<file path="src/rtl/vending_pkg.sv">
// rtl/vending_pkg.sv - shared widths, state codes and coin helper for the vending sequencer
package vending_pkg;

    localparam int CREDIT_W = 4;
    localparam int PRICE_W  = 3;
    localparam int COIN_W   = 2;
    localparam int KEY_W    = 2;

    typedef enum logic [2:0] {
        S_IDLE     = 3'd0,
        S_WAIT_COL = 3'd1,
        S_LOOKUP   = 3'd2,
        S_PAY      = 3'd3,
        S_DISPENSE = 3'd4,
        S_REFUND   = 3'd5,
        S_ERROR    = 3'd6
    } state_t;

    // True when adding the coin keeps the credit within the register range.
    function automatic logic coin_fits(input logic [CREDIT_W-1:0] credit,
                                       input logic [COIN_W-1:0]   value);
        return ({1'b0, credit} + (CREDIT_W+1)'(value)) <= (CREDIT_W+1)'((1 << CREDIT_W) - 1);
    endfunction

endpackage

</file>
<file path="src/rtl/vending_if.sv">
// rtl/vending_if.sv - keypad/coin/selector/display bundle around the sequencer
interface vending_if;
    import vending_pkg::*;

    logic                tick_1hz;
    logic                key_valid;
    logic [KEY_W-1:0]    key_code;
    logic                coin_valid;
    logic [COIN_W-1:0]   coin_value;
    logic                cancel;
    logic                prod_exists;
    logic [PRICE_W-1:0]  prod_price;
    logic [KEY_W-1:0]    sel_row;
    logic [KEY_W-1:0]    sel_col;
    logic                sel_en;
    logic [CREDIT_W-1:0] credit;
    logic [CREDIT_W-1:0] change;
    logic                dispense;
    logic                refund;
    logic                coin_reject;
    logic [2:0]          state;

    modport master (
        input  tick_1hz, key_valid, key_code, coin_valid, coin_value, cancel,
               prod_exists, prod_price,
        output sel_row, sel_col, sel_en, credit, change, dispense, refund,
               coin_reject, state
    );

    modport slave (
        output tick_1hz, key_valid, key_code, coin_valid, coin_value, cancel,
               prod_exists, prod_price,
        input  sel_row, sel_col, sel_en, credit, change, dispense, refund,
               coin_reject, state
    );

endinterface

</file>
<file path="src/rtl/contador_segundos.sv">
// rtl/contador_segundos.sv - clearable saturating seconds counter advanced by tick_1hz
module contador_segundos #(
    parameter int TW = 4
) (
    input  logic          clk,
    input  logic          reset_n,
    input  logic          clear_i,
    input  logic          tick_i,
    output logic [TW-1:0] count_o
);

    logic [TW-1:0] count_q, count_d;

    // Clear wins over a same-clk tick so the entry tick is dropped.
    always_comb begin
        count_d = count_q;
        if (clear_i) begin
            count_d = '0;
        end else if (tick_i && (count_q != {TW{1'b1}})) begin
            count_d = count_q + TW'(1);
        end
    end

    always_ff @(posedge clk or negedge reset_n) begin
        if (!reset_n) begin
            count_q <= '0;
        end else begin
            count_q <= count_d;
        end
    end

    assign count_o = count_q;

endmodule

</file>
<file path="src/rtl/sequenciador_venda.sv">
// rtl/sequenciador_venda.sv - vending transaction sequencer: key capture, lookup, payment, dispense/refund
module sequenciador_venda
    import vending_pkg::*;
#(
    parameter int DIG_TIMEOUT = 15,
    parameter int PAY_TIMEOUT = 15,
    parameter int HOLD_TIME   = 5,
    parameter int TW          = 4
) (
    input logic       clk,
    input logic       reset_n,
    vending_if.master bus
);

    localparam logic [TW-1:0] DIG_T  = TW'(DIG_TIMEOUT);
    localparam logic [TW-1:0] PAY_T  = TW'(PAY_TIMEOUT);
    localparam logic [TW-1:0] HOLD_T = TW'(HOLD_TIME);

    state_t              state_q, state_d;
    logic [KEY_W-1:0]    row_q, row_d, col_q, col_d;
    logic [CREDIT_W-1:0] credit_q, credit_d, change_q, change_d;
    logic [PRICE_W-1:0]  price_q, price_d;
    logic                reject_q, reject_d;
    logic                coin_took;
    logic                timer_clr;
    logic [TW-1:0]       timer;

    contador_segundos #(.TW(TW)) u_timer (
        .clk     (clk),
        .reset_n (reset_n),
        .clear_i (timer_clr),
        .tick_i  (bus.tick_1hz),
        .count_o (timer)
    );

    always_ff @(posedge clk or negedge reset_n) begin
        if (!reset_n) begin
            state_q  <= S_IDLE;
            row_q    <= '0;
            col_q    <= '0;
            credit_q <= '0;
            change_q <= '0;
            price_q  <= '0;
            reject_q <= 1'b0;
        end else begin
            state_q  <= state_d;
            row_q    <= row_d;
            col_q    <= col_d;
            credit_q <= credit_d;
            change_q <= change_d;
            price_q  <= price_d;
            reject_q <= reject_d;
        end
    end

    always_comb begin
        state_d   = state_q;
        row_d     = row_q;
        col_d     = col_q;
        credit_d  = credit_q;
        change_d  = change_q;
        price_d   = price_q;
        coin_took = 1'b0;
        case (state_q)
            S_IDLE: begin
                credit_d = '0;
                if (bus.key_valid) begin
                    row_d   = bus.key_code;
                    state_d = S_WAIT_COL;
                end
            end
            S_WAIT_COL: begin
                if (bus.key_valid) begin
                    col_d   = bus.key_code;
                    state_d = S_LOOKUP;
                end else if (timer == DIG_T) begin
                    state_d = S_IDLE;
                end
            end
            S_LOOKUP: begin
                if (bus.prod_exists) begin
                    price_d = bus.prod_price;
                    state_d = S_PAY;
                end else begin
                    state_d = S_ERROR;
                end
            end
            S_PAY: begin
                // Paid decision uses the registered credit; a coin on that clk is turned away.
                if (credit_q >= CREDIT_W'(price_q)) begin
                    state_d  = S_DISPENSE;
                    change_d = credit_q - CREDIT_W'(price_q);
                end else begin
                    coin_took = bus.coin_valid && (bus.coin_value != '0)
                                && coin_fits(credit_q, bus.coin_value);
                    if (coin_took) begin
                        credit_d = credit_q + CREDIT_W'(bus.coin_value);
                    end
                    if (bus.cancel) begin
                        state_d = (credit_d != '0) ? S_REFUND : S_IDLE;
                    end else if (!coin_took && (timer == PAY_T)) begin
                        state_d = (credit_q != '0) ? S_REFUND : S_IDLE;
                    end
                end
            end
            S_DISPENSE, S_REFUND, S_ERROR: begin
                if (timer == HOLD_T) begin
                    state_d = S_IDLE;
                end
            end
            default: state_d = S_IDLE;
        endcase

        // Every return to IDLE leaves a clean transaction context behind.
        if ((state_d == S_IDLE) && (state_q != S_IDLE)) begin
            row_d    = '0;
            col_d    = '0;
            credit_d = '0;
            change_d = '0;
            price_d  = '0;
        end
    end

    assign reject_d  = bus.coin_valid && !coin_took;
    assign timer_clr = coin_took || (state_d != state_q);

    always_comb begin
        bus.state       = state_q;
        bus.sel_row     = row_q;
        bus.sel_col     = col_q;
        bus.credit      = credit_q;
        bus.change      = change_q;
        bus.coin_reject = reject_q;
        bus.sel_en      = (state_q == S_LOOKUP) || (state_q == S_PAY) || (state_q == S_DISPENSE);
        bus.dispense    = (state_q == S_DISPENSE);
        bus.refund      = (state_q == S_REFUND);
    end

endmodule

</file>
<file path="src/flat_wrapper.sv">
// flat-port wrapper written by rule: the top's interface ports become plain ports
module sequenciador_venda_flat import vending_pkg::*;
#(
    parameter int DIG_TIMEOUT = 15,
    parameter int PAY_TIMEOUT = 15,
    parameter int HOLD_TIME   = 5,
    parameter int TW          = 4
)
  (clk, reset_n, bus_tick_1hz, bus_key_valid, bus_key_code, bus_coin_valid, bus_coin_value, bus_cancel, bus_prod_exists, bus_prod_price, bus_sel_row, bus_sel_col, bus_sel_en, bus_credit, bus_change, bus_dispense, bus_refund, bus_coin_reject, bus_state);
  vending_if bus_i ();
  input logic clk;
  input logic reset_n;
  input wire logic [$bits(bus_i.tick_1hz)-1:0] bus_tick_1hz;
  input wire logic [$bits(bus_i.key_valid)-1:0] bus_key_valid;
  input wire logic [$bits(bus_i.key_code)-1:0] bus_key_code;
  input wire logic [$bits(bus_i.coin_valid)-1:0] bus_coin_valid;
  input wire logic [$bits(bus_i.coin_value)-1:0] bus_coin_value;
  input wire logic [$bits(bus_i.cancel)-1:0] bus_cancel;
  input wire logic [$bits(bus_i.prod_exists)-1:0] bus_prod_exists;
  input wire logic [$bits(bus_i.prod_price)-1:0] bus_prod_price;
  output wire logic [$bits(bus_i.sel_row)-1:0] bus_sel_row;
  output wire logic [$bits(bus_i.sel_col)-1:0] bus_sel_col;
  output wire logic [$bits(bus_i.sel_en)-1:0] bus_sel_en;
  output wire logic [$bits(bus_i.credit)-1:0] bus_credit;
  output wire logic [$bits(bus_i.change)-1:0] bus_change;
  output wire logic [$bits(bus_i.dispense)-1:0] bus_dispense;
  output wire logic [$bits(bus_i.refund)-1:0] bus_refund;
  output wire logic [$bits(bus_i.coin_reject)-1:0] bus_coin_reject;
  output wire logic [$bits(bus_i.state)-1:0] bus_state;
  assign bus_i.tick_1hz = bus_tick_1hz;
  assign bus_i.key_valid = bus_key_valid;
  assign bus_i.key_code = bus_key_code;
  assign bus_i.coin_valid = bus_coin_valid;
  assign bus_i.coin_value = bus_coin_value;
  assign bus_i.cancel = bus_cancel;
  assign bus_i.prod_exists = bus_prod_exists;
  assign bus_i.prod_price = bus_prod_price;
  assign bus_sel_row = bus_i.sel_row;
  assign bus_sel_col = bus_i.sel_col;
  assign bus_sel_en = bus_i.sel_en;
  assign bus_credit = bus_i.credit;
  assign bus_change = bus_i.change;
  assign bus_dispense = bus_i.dispense;
  assign bus_refund = bus_i.refund;
  assign bus_coin_reject = bus_i.coin_reject;
  assign bus_state = bus_i.state;
  sequenciador_venda #(.DIG_TIMEOUT(DIG_TIMEOUT), .PAY_TIMEOUT(PAY_TIMEOUT), .HOLD_TIME(HOLD_TIME), .TW(TW)) u_core (.clk(clk), .reset_n(reset_n), .bus(bus_i));
endmodule
</file>
<file path="config.mk">
export PLATFORM = sky130hd
export DESIGN_NAME = sequenciador_venda_flat
export DESIGN_NICKNAME = d
export VERILOG_FILES = /design/src/rtl/vending_pkg.sv /design/src/rtl/vending_if.sv /design/src/rtl/contador_segundos.sv /design/src/rtl/sequenciador_venda.sv /design/src/flat_wrapper.sv
export SDC_FILE = /design/constraint.sdc
export NUM_CORES = 1
export LEC_CHECK = 0
export ABC_AREA = 1
export BUFFER_PORTS_ARGS = -buffer_cell sky130_fd_sc_hd__clkbuf_2
export CAP_MARGIN = 10
export CORE_ASPECT_RATIO = 0.75
export CORE_UTILIZATION = 35
export CTS_BUF_LIST = sky130_fd_sc_hd__clkbuf_4 sky130_fd_sc_hd__clkbuf_8
export DETAILED_ROUTE_END_ITERATION = 16
export GPL_TIMING_DRIVEN = 0
export PLACE_DENSITY_LB_ADDON = 0.15
export SYNTH_ARGS = -nofsm -noshare
export SYNTH_HDL_FRONTEND = slang
export SYNTH_SLANG_ARGS = --single-unit
</file>
<file path="constraint.sdc">
create_clock -name clk -period 6.15 [get_ports clk]
set_input_delay 0.3075 -clock clk [delete_from_list [all_inputs] [get_ports clk]]
set_output_delay 0.3075 -clock clk [all_outputs]
set_load 0.01 [all_outputs]
</file>
**After elaboration in Yosys (flattened, before gate mapping)**

Cells that the tools add are included.

- Add/subtract/negate cells: 4
- Multiply operators: 0
- Div/mod/pow operators: 0
- Magnitude comparators: 2
- Equal/unequal tests: 11
- Shifts and indexed selects: 0
- Mux-type cells: 32
- Bitwise gates (word level): 0
- Reductions and logical operators: 32

Operators by type and width:

| kind | count |
|---|---|
| 2-to-1 mux 4 bit | 10 |
| 2-to-1 mux 3 bit | 13 |
| nonzero test 2 bit | 9 |
| one-hot mux 3 bit (5 select lines) | 1 |
| 2-to-1 mux 2 bit | 5 |
| AND reduction 2 bit | 5 |
| equality test 3 bit (second input constant) | 3 |
| one-hot mux 4 bit (2 select lines) | 1 |
| nonzero test 4 bit | 2 |
| equality test 3 x 2 -> 1 bit (second input constant) | 2 |
| logical AND 1 bit | 6 |
| zero test 3 bit | 2 |
| nonzero test 3 bit | 2 |
| adder 4 x 2 -> 5 bit | 1 |
| <= comparator 5 x 4 -> 1 bit (second input constant) | 1 |
| adder 4 x 1 -> 4 bit (second input constant) | 1 |
| adder 4 x 2 -> 4 bit | 1 |
| equality test 4 x 3 -> 1 bit (second input constant) | 1 |
| equality test 4 bit (second input constant) | 1 |
| >= comparator 4 x 3 -> 1 bit | 1 |
| inequality test 4 bit (second input constant) | 1 |
| subtractor 4 x 3 -> 4 bit | 1 |
| equality test 3 x 1 -> 1 bit (second input constant) | 1 |
| logical OR 1 bit | 3 |
| 5 further kinds | 7 |

- Flip-flop bits (word level): 23
- Latch bits: 0
- RAM bits: 0
- Bits in read-only memories: 0
- Bits of input ports: 14
- Logic and storage cells: 89
- Memories: 0

**Longest topological paths before layout**

Gate-level depths: netlist of the first run.

- Depth after elaboration: 15
- Depth in mapped cells: 18
- Mapped depth without buffers: 17

**Cells and area by module**

From an unflattened synthesis of the first run, not the netlist that was laid out.

- Cells, all modules: 228
- Area total of the unflattened synthesis: 1786.7 um2

By module, submodules not included:

| module | times used | cells an instance | area each (um2) | sequential area each (um2) |
|---|---|---|---|---|
| sequenciador_venda | 1 | 199 | 1564.0 | 475.5 |
| contador_segundos | 1 | 29 | 222.7 | 100.1 |

**Least setup slack after synthesis of the first run**

Ideal clock, no wire load.

- Path kind: reg-to-reg
- From: reg u_core.credit_q[1], in the netlist u_core.bus.credit[1]
- To: reg u_core.credit_q[2], in the netlist u_core.bus.credit[2]
- Setup time: 0.118 ns
- Arrival time: 2.241 ns
- Data required time: 6.032 ns
- Path slack: 3.791 ns
- Stages on the path, launching flop included: 18
- Buffers on the path: 1
- Clock period less this slack: 2.359 ns
- Cell sequence: dfrtp_1 -> inv_1 -> fa_1 -> inv_1 -> nand3_2 -> nand2_2 -> nand2_1 -> nand2_1 -> nand2_1 -> o21bai_2 -> nand2_1 -> nand2_2 -> nand2_2 -> nor2_4 -> nand2_4 -> buf_6 -> nand3_1 -> nand2_1

- Word-level cells in the longest chain between the ends: 15
- Elaborated cells on any way between the ends: 26
- Classes of those cells: add/sub: 2; order compare: 2; eq/ne: 1; mux: 12; reduce/logical: 9

Ends and longest elaborated chain:

| what | line | source |
|---|---|---|
| start, declared | sequenciador_venda.sv:21 | `logic [CREDIT_W-1:0] credit_q, credit_d, change_q, change_d;` |
| start signal, assigned | sequenciador_venda.sv:49 | `credit_q <= credit_d;` |
| adder 4 x 2 -> 5 bit | vending_pkg.sv:22 | `return ({1'b0, credit} + (CREDIT_W+1)'(value)) <= (CREDIT_W+1)'((1 << CREDIT_W) - 1);` |
| <= comparator 5 x 4 -> 1 bit | vending_pkg.sv:22 |  |
| logical AND 1 bit | sequenciador_venda.sv:95 | `&& coin_fits(credit_q, bus.coin_value);` |
| 2-to-1 mux 4 bit | sequenciador_venda.sv:96 | `if (coin_took) begin` |
| 2-to-1 mux 4 bit | sequenciador_venda.sv:90 | `if (credit_q >= CREDIT_W'(price_q)) begin` |
| 2-to-1 mux 4 bit | sequenciador_venda.sv:64 | `case (state_q)` |
| nonzero test 4 bit | sequenciador_venda.sv:100 | `state_d = (credit_d != '0) ? S_REFUND : S_IDLE;` |
| 2-to-1 mux 3 bit | sequenciador_venda.sv:100 |  |
| 2-to-1 mux 3 bit | sequenciador_venda.sv:99 | `if (bus.cancel) begin` |
| 2-to-1 mux 3 bit (*) | sequenciador_venda.sv:90 |  |
| one-hot mux 3 bit (5 select lines) (*) | sequenciador_venda.sv:64 |  |
| named net u_core.state_d[0] | sequenciador_venda.sv:19 | `state_t state_q, state_d;` |
| zero test 3 bit (*) | sequenciador_venda.sv:115 | `if ((state_d == S_IDLE) && (state_q != S_IDLE)) begin` |
| logical AND 1 bit (*) | sequenciador_venda.sv:115 |  |
| inequality test 3 bit (no line) or nonzero test 3 bit (tied branches) | - |  |
| AND reduction 2 bit (no line) | - |  |

The timed path passes the listed nets; every way through them passes the cells marked *. The select of a mux whose other input is x is not followed.
A chain may end at the register's enable or synchronous reset.

**Worst setup path after layout of the first run**

- From: reg u_core.credit_q[0], in the netlist u_core.bus.credit[0]
- To: reg u_core.credit_q[3], in the netlist u_core.bus.credit[3]

The elaborated chain is that of the path after synthesis.

==> results of run 1 <==
[cell type report]
cell class              count  area share, %
clock buffers               3           2.12
clock inverters             1          0.257
inverters                  39           7.52
well taps                  57           3.67
multi-input cells         165           47.7
flip-flops and latches     23           29.6
plain buffers               2          0.965
repair buffers             32           8.23
[cell usage in the layout, fill, tap and decap left out, drive strengths merged, types with 3 or more instances in the layout]
cell and count:
ha 7, dfrtp 23, nand3 33, nor2 30
nand2 59, inv 38, clkbuf 35, nor3 7
xor2 3, nand4 5, a21oi 3, o21ai 6
[worst register-to-register path, stage by stage (launching register included)]
cell and delay [ns]:
dfrtp_1 0.41, ha_1 0.23, inv_1 0.07, fa_1 0.41, inv_1 0.10, nand3_2 0.09
nand2_2 0.12, nand2_1 0.07, nand2_1 0.06, nand2_1 0.06, o21bai_2 0.15, nand2_1 0.08
nand2_2 0.08, nand2_2 0.07, nor2_4 0.11, nand2_4 0.10, buf_6 0.16, nand3_1 0.06
nand2_1 0.05
[registers in the layout, summed over array words and instances (netlist names)]
name                    flops
u_core.bus.change           4
u_core.bus.coin_reject      1
u_core.bus.credit           4
u_core.bus.sel_col          2
u_core.bus.sel_row          2
u_core.bus.state            3
u_core.price_q              3
u_core.u_timer.count_o      4
[power by group through the flow]
stage / Sequential (mW) / Clock [mW] / Combinational, mW
2_1_floorplan: 0.229 / 0 / 0.267
3_3_place_gp: 0.224 / 0 / 0.380
3_5_place_dp: 0.224 / 0 / 0.378
4_1_cts: 0.220 / 0.102 / 0.381
5_1_grt: 0.225 / 0.109 / 0.436
6_report: 0.220 / 0.0978 / 0.377
[cells by family (layout without fill, tap and decap cells)]
kind of cell | Yosys count | in the layout | synth area share, %
AND/OR/NAND/NOR | 138 | 138 | 39.6
buffers and inverters | 41 | 77 | 9.90
flip-flops | 23 | 23 | 34.5
adder cells (fa/ha/maj) | 9 | 9 | 7.65
AO/OA/AOI/OAI | 14 | 14 | 6.23
XOR/XNOR | 4 | 4 | 2.10
[through the flow]
| stage | cells | worst slack, ns | total power, mW | hold WS, ns |
|---|---|---|---|---|
| CTS | 322 | 3.55 | 0.703 | 0.0468 |
| floorplan | 229 | 3.79 | 0.496 | 0.0119 |
| detailed placement | 318 | 3.56 | 0.602 | 0.352 |
| global placement | 318 | 3.56 | 0.604 | 0.352 |
| global route | 322 | 3.24 | 0.770 | 0.0733 |
| finish | 322 | 3.58 | 0.695 | 0.0289 |
[final timing paths]
path	to	startpoint	slack, ns	cells past startpoint
worst max register to register	u_core.bus.credit[3]	u_core.bus.credit[0]	3.58	18
worst min register to register	u_core.bus.change[1]	u_core.bus.change[1]	0.51	2
worst min-delay path	u_core.bus.credit[2]	reset_n	0.03	1
max in group asynchronous	u_core.bus.state[0]	reset_n	5.73	1
min in group clk	u_core.bus.sel_col[0]	bus_key_code[0]	0.28	3
worst max-delay path	u_core.bus.credit[3]	u_core.bus.credit[0]	3.58	18
[metal layers]
metal	vias up	track usage (%)
met4	0	3.76
met5	-	0
met1	675	23.2
li1	800	-
met3	5	3.94
met2	27	25.8
[synth_stat cells (2+ instances only)]
cell type | count | area share (%)
fa_1 | 2 | 2.4
a21oi_1 | 3 | 0.90
nand3_2 | 4 | 2.4
inv_1 | 32 | 7.2
nand3b_1 | 2 | 0.90
nor2_1 | 23 | 5.2
nand2_2 | 5 | 1.9
nor2_4 | 2 | 1.4
nand3_1 | 29 | 8.7
ha_1 | 7 | 5.3
o21ai_0 | 4 | 1.2
nand2_1 | 53 | 12
inv_2 | 6 | 1.4
xor2_1 | 3 | 1.6
or2_2 | 2 | 0.75
nand4_1 | 5 | 1.9
dfrtp_1 | 23 | 35
nor3_1 | 7 | 2.1
nor2_2 | 5 | 1.9
==> run_results.csv, run 1 <==
group,metric,value,unit
pwr,comb_power_share,54.3,%
finish,nets,289,
clocking,h-tree-depth,1,
clocking,clock-sinks,23,
pwr,pwr-share-clk,14.1,%
route,dr.pass1.iters,4,
pwr,p_leak,1.07,nW
finish,fill_cells,514,
route,highest_layer,"met4",
route,ant_nets,0,
global_route,grt_use_total,16.5,%
route,finalWirelength,3740,um
synthesis,ys_seq_elements,23,
clocking,clockRootBuffer,"clkbuf_8",
route,drtIter0Drc,87,
global_route,globalRouteOverflowTotal,0,
worst_setup_path,path_buf_inv,3,
place,gp_congestion,0.830,
finish,fin_util,43.1,%
route,via_per_inst,4.68,
synthesis,async_flop_share,100,%
floorplanning,die_area,5050,um2
route,wl_met2,1500,um
finish,final_cell_area,1950,um2
synthesis,synthFlopType,"dfrtp_1",
sta,setup_viol,0,
pwr,ir_worst_vdd,0.128,mV
clocking,clk_path_buf_depth,2,
worst_setup_path,crit_path_start_kind,"register",
floorplanning,rows,21,
worst_setup_path,critPathKind,"register to register",
sta,min_period_over_period,41.7,%
floorplanning,design.core.area,4520,um2
place,hpwl,2980,um
worst_setup_path,critical_path.max_fanout,10,
clocking,clk_latency,0.27,ns
worst_setup_path,crit_slowest_cell,"dfrtp_1",
pwr,cell_internal_pwr,368,uW
synthesis,seq_area_frac_synth,34.5,%
synthesis,syn_area,1670,um2
worst_setup_path,critical-path-max-stage-delay,0.41,ns
place,port_buffers,32,
flow_run,drv_cap,0,
sta,finClkSkew,0.00411,ns
sta,maxSlewHeadroom,59.6,%
finish,multi_input_area,927,um2
pwr,seqPwrFrac,31.7,%
finish,area_growth,16.7,%
route,wl_met3,160,um
run_status,status,"complete, no violations",
synthesis,synth_edf_count,0,
clocking,ctsResizeCount,0,
finish,diodes,0,
min_path,hp-class,"input pin to async pin",
synthesis,postSynthNetCount,252,
floorplanning,die-width,81.7,um
route,wl_met1,2040,um
route,vias,1507,
global_route,antenna_found_initial,0,
clocking,postCtsHoldBufs,0,
worst_setup_path,crit_family,"simple AND/OR/NAND/NOR gates",
synthesis,syn-instance-count,229,
clocking,post_cts_buffers,0,
worst_setup_path,path_common_cell,"nand2_1",
sta,min_period,2.57,ns
worst_setup_path,cp_cell_sequence,"ha_1 > inv_1 > fa_1 > inv_1 > nand3_2 > nand2_2 > nand2_1 > nand2_1 > nand2_1 > o21bai_2 > nand2_1 > nand2_2 > nand2_2 > nor2_4 > nand2_4 > buf_6 > nand3_1 > nand2_1",
floorplanning,fp.dieH,61.8,um
route,drt-wirelength-per-cell,11.6,um
pwr,sw_frac_of_total,47.1,%
global_route,grt_max_degree,24,
synthesis,yosysWarnings,0,
worst_setup_path,crit_arrival,2.73,ns
floorplanning,start_util,36.9,%
sta,tns,0,ns
finish,register_area,576,um2
synthesis,ys_types,31,
clocking,numCtsBuffers,3,
sta,fmax,390,MHz
sta,rsz0062_at_grt,"false",
clocking,clk_pin_slew,0.09,ns
global_route,grt_pass1_vias,1355,
pwr,power_density,357,nW/um2
place,placed_area,1900,um2
sta,slew_viol_final,0,
clocking,cts_tree,"built",
sta,worstMarginPinSlew,0.606,ns
worst_setup_path,required,6.32,ns
finish,drive_gt1_share,24.9,%
synthesis,syn_avg_cell_area,7.28,um2
floorplanning,ioPinCount,33,
pwr,switchingPower,328,uW
route,drc,0,
sta,hold_viol,0,
worst_setup_path,endpoint_kind,"register",
global_route,grt_first_pass_wirelength,6180,um
Note: power is estimated with default switching activity, not from simulation.
==> inputs of run 2 (changes only) <==
==> constraint.sdc (replaced) <==
create_clock -name clk -period 2.5 [get_ports clk]
set_input_delay 0.125 -clock clk [delete_from_list [all_inputs] [get_ports clk]]
set_output_delay 0.125 -clock clk [all_outputs]
set_load 0.01 [all_outputs]
==> run 2 against run 1 <==
Net effect: the flow now finishes with violations (negative setup slack); sequential share of layout area fell by 3.6 points; maximum frequency rose by 0.83%; routed wire length rose by 15%; sequential power rose by 150%; via count rose by 9.4%; largest cell class unchanged; largest power group unchanged; highest routed layer unchanged.
==> run_results.csv, run 2 (synthesis gave the netlist of run 1 again) <==
group,metric,value,unit
sta,min_period,2.55,ns
worst_setup_path,crit_arrival,2.71,ns
sta,maxSlewHeadroom,58.5,%
floorplanning,die-width,81.7,um
finish,final_cell_area,2220,um2
route,dr.pass1.iters,4,
clocking,clockRootBuffer,"clkbuf_8",
sta,fmax,393,MHz
sta,worstMarginPinSlew,0.622,ns
global_route,grt_max_degree,24,
place,port_buffers,32,
route,vias,1649,
clocking,clk_pin_slew,0.08,ns
worst_setup_path,endpoint_kind,"register",
sta,setup_slack,-0.0463,ns
sta,hold_ws,0.0984,ns
finish,register_area,577,um2
sta,hold_viol,0,
finish,multi_input_area,1060,um2
run_status,status,"complete, but fails checks",
floorplanning,rows,21,
worst_setup_path,required,2.67,ns
finish,final_common_cell,"nand2_1",
finish,drive_gt1_share,39.9,%
pwr,p_leak,1.15,nW
worst_setup_path,crit_slowest_cell,"dfrtp_1",
global_route,grt_first_pass_wirelength,6290,um
worst_setup_path,cp_cell_sequence,"ha_2 > inv_2 > fa_2 > inv_2 > nand3_4 > nand2_4 > nand2_2 > nand2_1 > nand2_1 > o21bai_2 > nand2_1 > nand2_2 > nand2_4 > nor2_4 > nand2_4 > clkbuf_16 > nand3_2 > nand2_1",
worst_setup_path,crit_path_start_kind,"register",
worst_setup_path,critPathKind,"register to register",
floorplanning,ioPinCount,33,
sta,slew_viol_final,0,
sta,setup_viol,15,
clocking,numCtsBuffers,3,
place,post-place-ws,-0.0902,ns
clocking,clock-sinks,23,
floorplanning,start_util,36.9,%
run_status,violations,"negative setup slack",
global_route,antenna_found_initial,0,
pwr,ir_worst_vdd,0.360,mV
global_route,globalRouteOverflowTotal,0,
place,dp_cells,318,
sta,rsz0062_at_grt,"true",
worst_setup_path,critical-path-max-stage-delay,0.41,ns
route,drc,0,
clocking,h-tree-depth,1,
clocking,clk_latency,0.27,ns
pwr,power_density,930,nW/um2
finish,fill_cells,470,
min_path,hp-class,"input pin to register",
finish,diodes,0,
finish,nets,302,
finish,area_growth,33.0,%
sta,finClkSkew,0.00369,ns
worst_setup_path,critical_path.max_fanout,5,
floorplanning,die_area,5050,um2
route,via_per_inst,4.92,
finish,fin_util,49.1,%
global_route,grt_pass1_vias,1371,
route,drt-wirelength-per-cell,12.9,um
route,drtIter0Drc,150,
global_route,grt_use_total,16.8,%
floorplanning,design.core.area,4520,um2
sta,min_period_over_period,102,%
clocking,cts_tree,"built",
route,ant_nets,0,
floorplanning,fp.dieH,61.8,um
finish,mostFrequentLayoutCells,"nand2_1, clkbuf_2, inv_1, nor2_1, dfrtp_1",
clocking,clk_path_buf_depth,2,
worst_setup_path,path_common_cell,"nand2_1",
route,finalWirelength,4310,um
place,gp_congestion,0.830,
place,placed_area,1900,um2
finish,instances_no_fill,335,
place,hpwl,2980,um
flow_run,drv_cap,0,
## run 2: cell count changes in the layout (fill, tap and decap cells not counted), moves of 2 or more
cell / change
nor3_2: +2
nand2_2: +5
a21oi_1: -2
nand3_2: +12
nand2_1: -7
nor3_1: -2
fa_1: -2
buf_4: +10
inv_2: +3
inv_1: -4
nand2_4: +2
fa_2: +2
nand3_1: -13
## run 2: final timing paths
check / slack (ns) / from / cells past startpoint / to
min reg2reg: 0.52 / u_core.bus.change[1] / 2 / u_core.bus.change[1]
max reg2reg: -0.05 / u_core.bus.credit[0] / 18 / u_core.bus.credit[0]
max: -0.05 / u_core.bus.credit[0] / 18 / u_core.bus.credit[0]
min: 0.1 / bus_key_code[1] / 3 / u_core.bus.sel_row[1]
min in group asynchronous: 0.39 / reset_n / 2 / u_core.bus.credit[2]
max in group asynchronous: 1.67 / reset_n / 2 / u_core.bus.credit[1]
## run 2: power by group
part / switching, mW / total (mW) / leakage [nW] / internal [mW]
Sequential: 0.0882 / 0.547 / 0.308 / 0.459
Clock: 0.129 / 0.240 / 0.0255 / 0.112
Combinational: 0.740 / 1.28 / 0.816 / 0.536
## run 2: through the flow
step | TNS [ns] | total power [mW]
after floorplan | 0 | 1.22
after global placement | -0.812 | 1.49
after detailed placement | -0.840 | 1.48
after CTS | 0 | 1.74
after global routing | -3.42 | 2.25
final | -0.350 | 2.06
## run 2: area by class of cell
| cell class | instances | share of cell area [%] |
|---|---|---|
| Multi-Input combinational cell | 165 | 47.9 |
| Clock buffer | 3 | 1.86 |
| Timing Repair Buffer | 45 | 13.1 |
| Clock inverter | 1 | 0.226 |
| Tap cell | 57 | 3.21 |
| Inverter | 39 | 6.71 |
| Sequential cell | 23 | 26.0 |
| Buffer | 2 | 1.02 |
## run 2: metal layers
| metal | track usage [%] | share of wire [%] | wire length, um |
|---|---|---|---|
| met1 | 23.6 | 50 | 2180 |
| met2 | 26.4 | 45 | 1920 |
| met3 | 3.94 | 4.2 | 183 |
| met4 | 3.76 | 0.72 | 31 |
| met5 | 0 | 0 | 0 |
## run 2: timing repair
item | in CTS | in global routing
pin swaps | 1 | 21
hold endpoints to repair | 23 | 0
gates cloned | 0 | 1
hold buffers | 1 | 0
setup buffers | 2 | 9
setup endpoints to repair | 12 | 19
resized for setup | 4 | 35
## run 2: worst max-delay path: cells and delay by family, from the launching register on
kind	cells	cell delay, ns
buffers and inverters	3	0.31
AOI/OAI and AO/OA	1	0.16
and+or+nand+nor	12	0.95
DFF	1	0.41
adders and majority gates	2	0.61
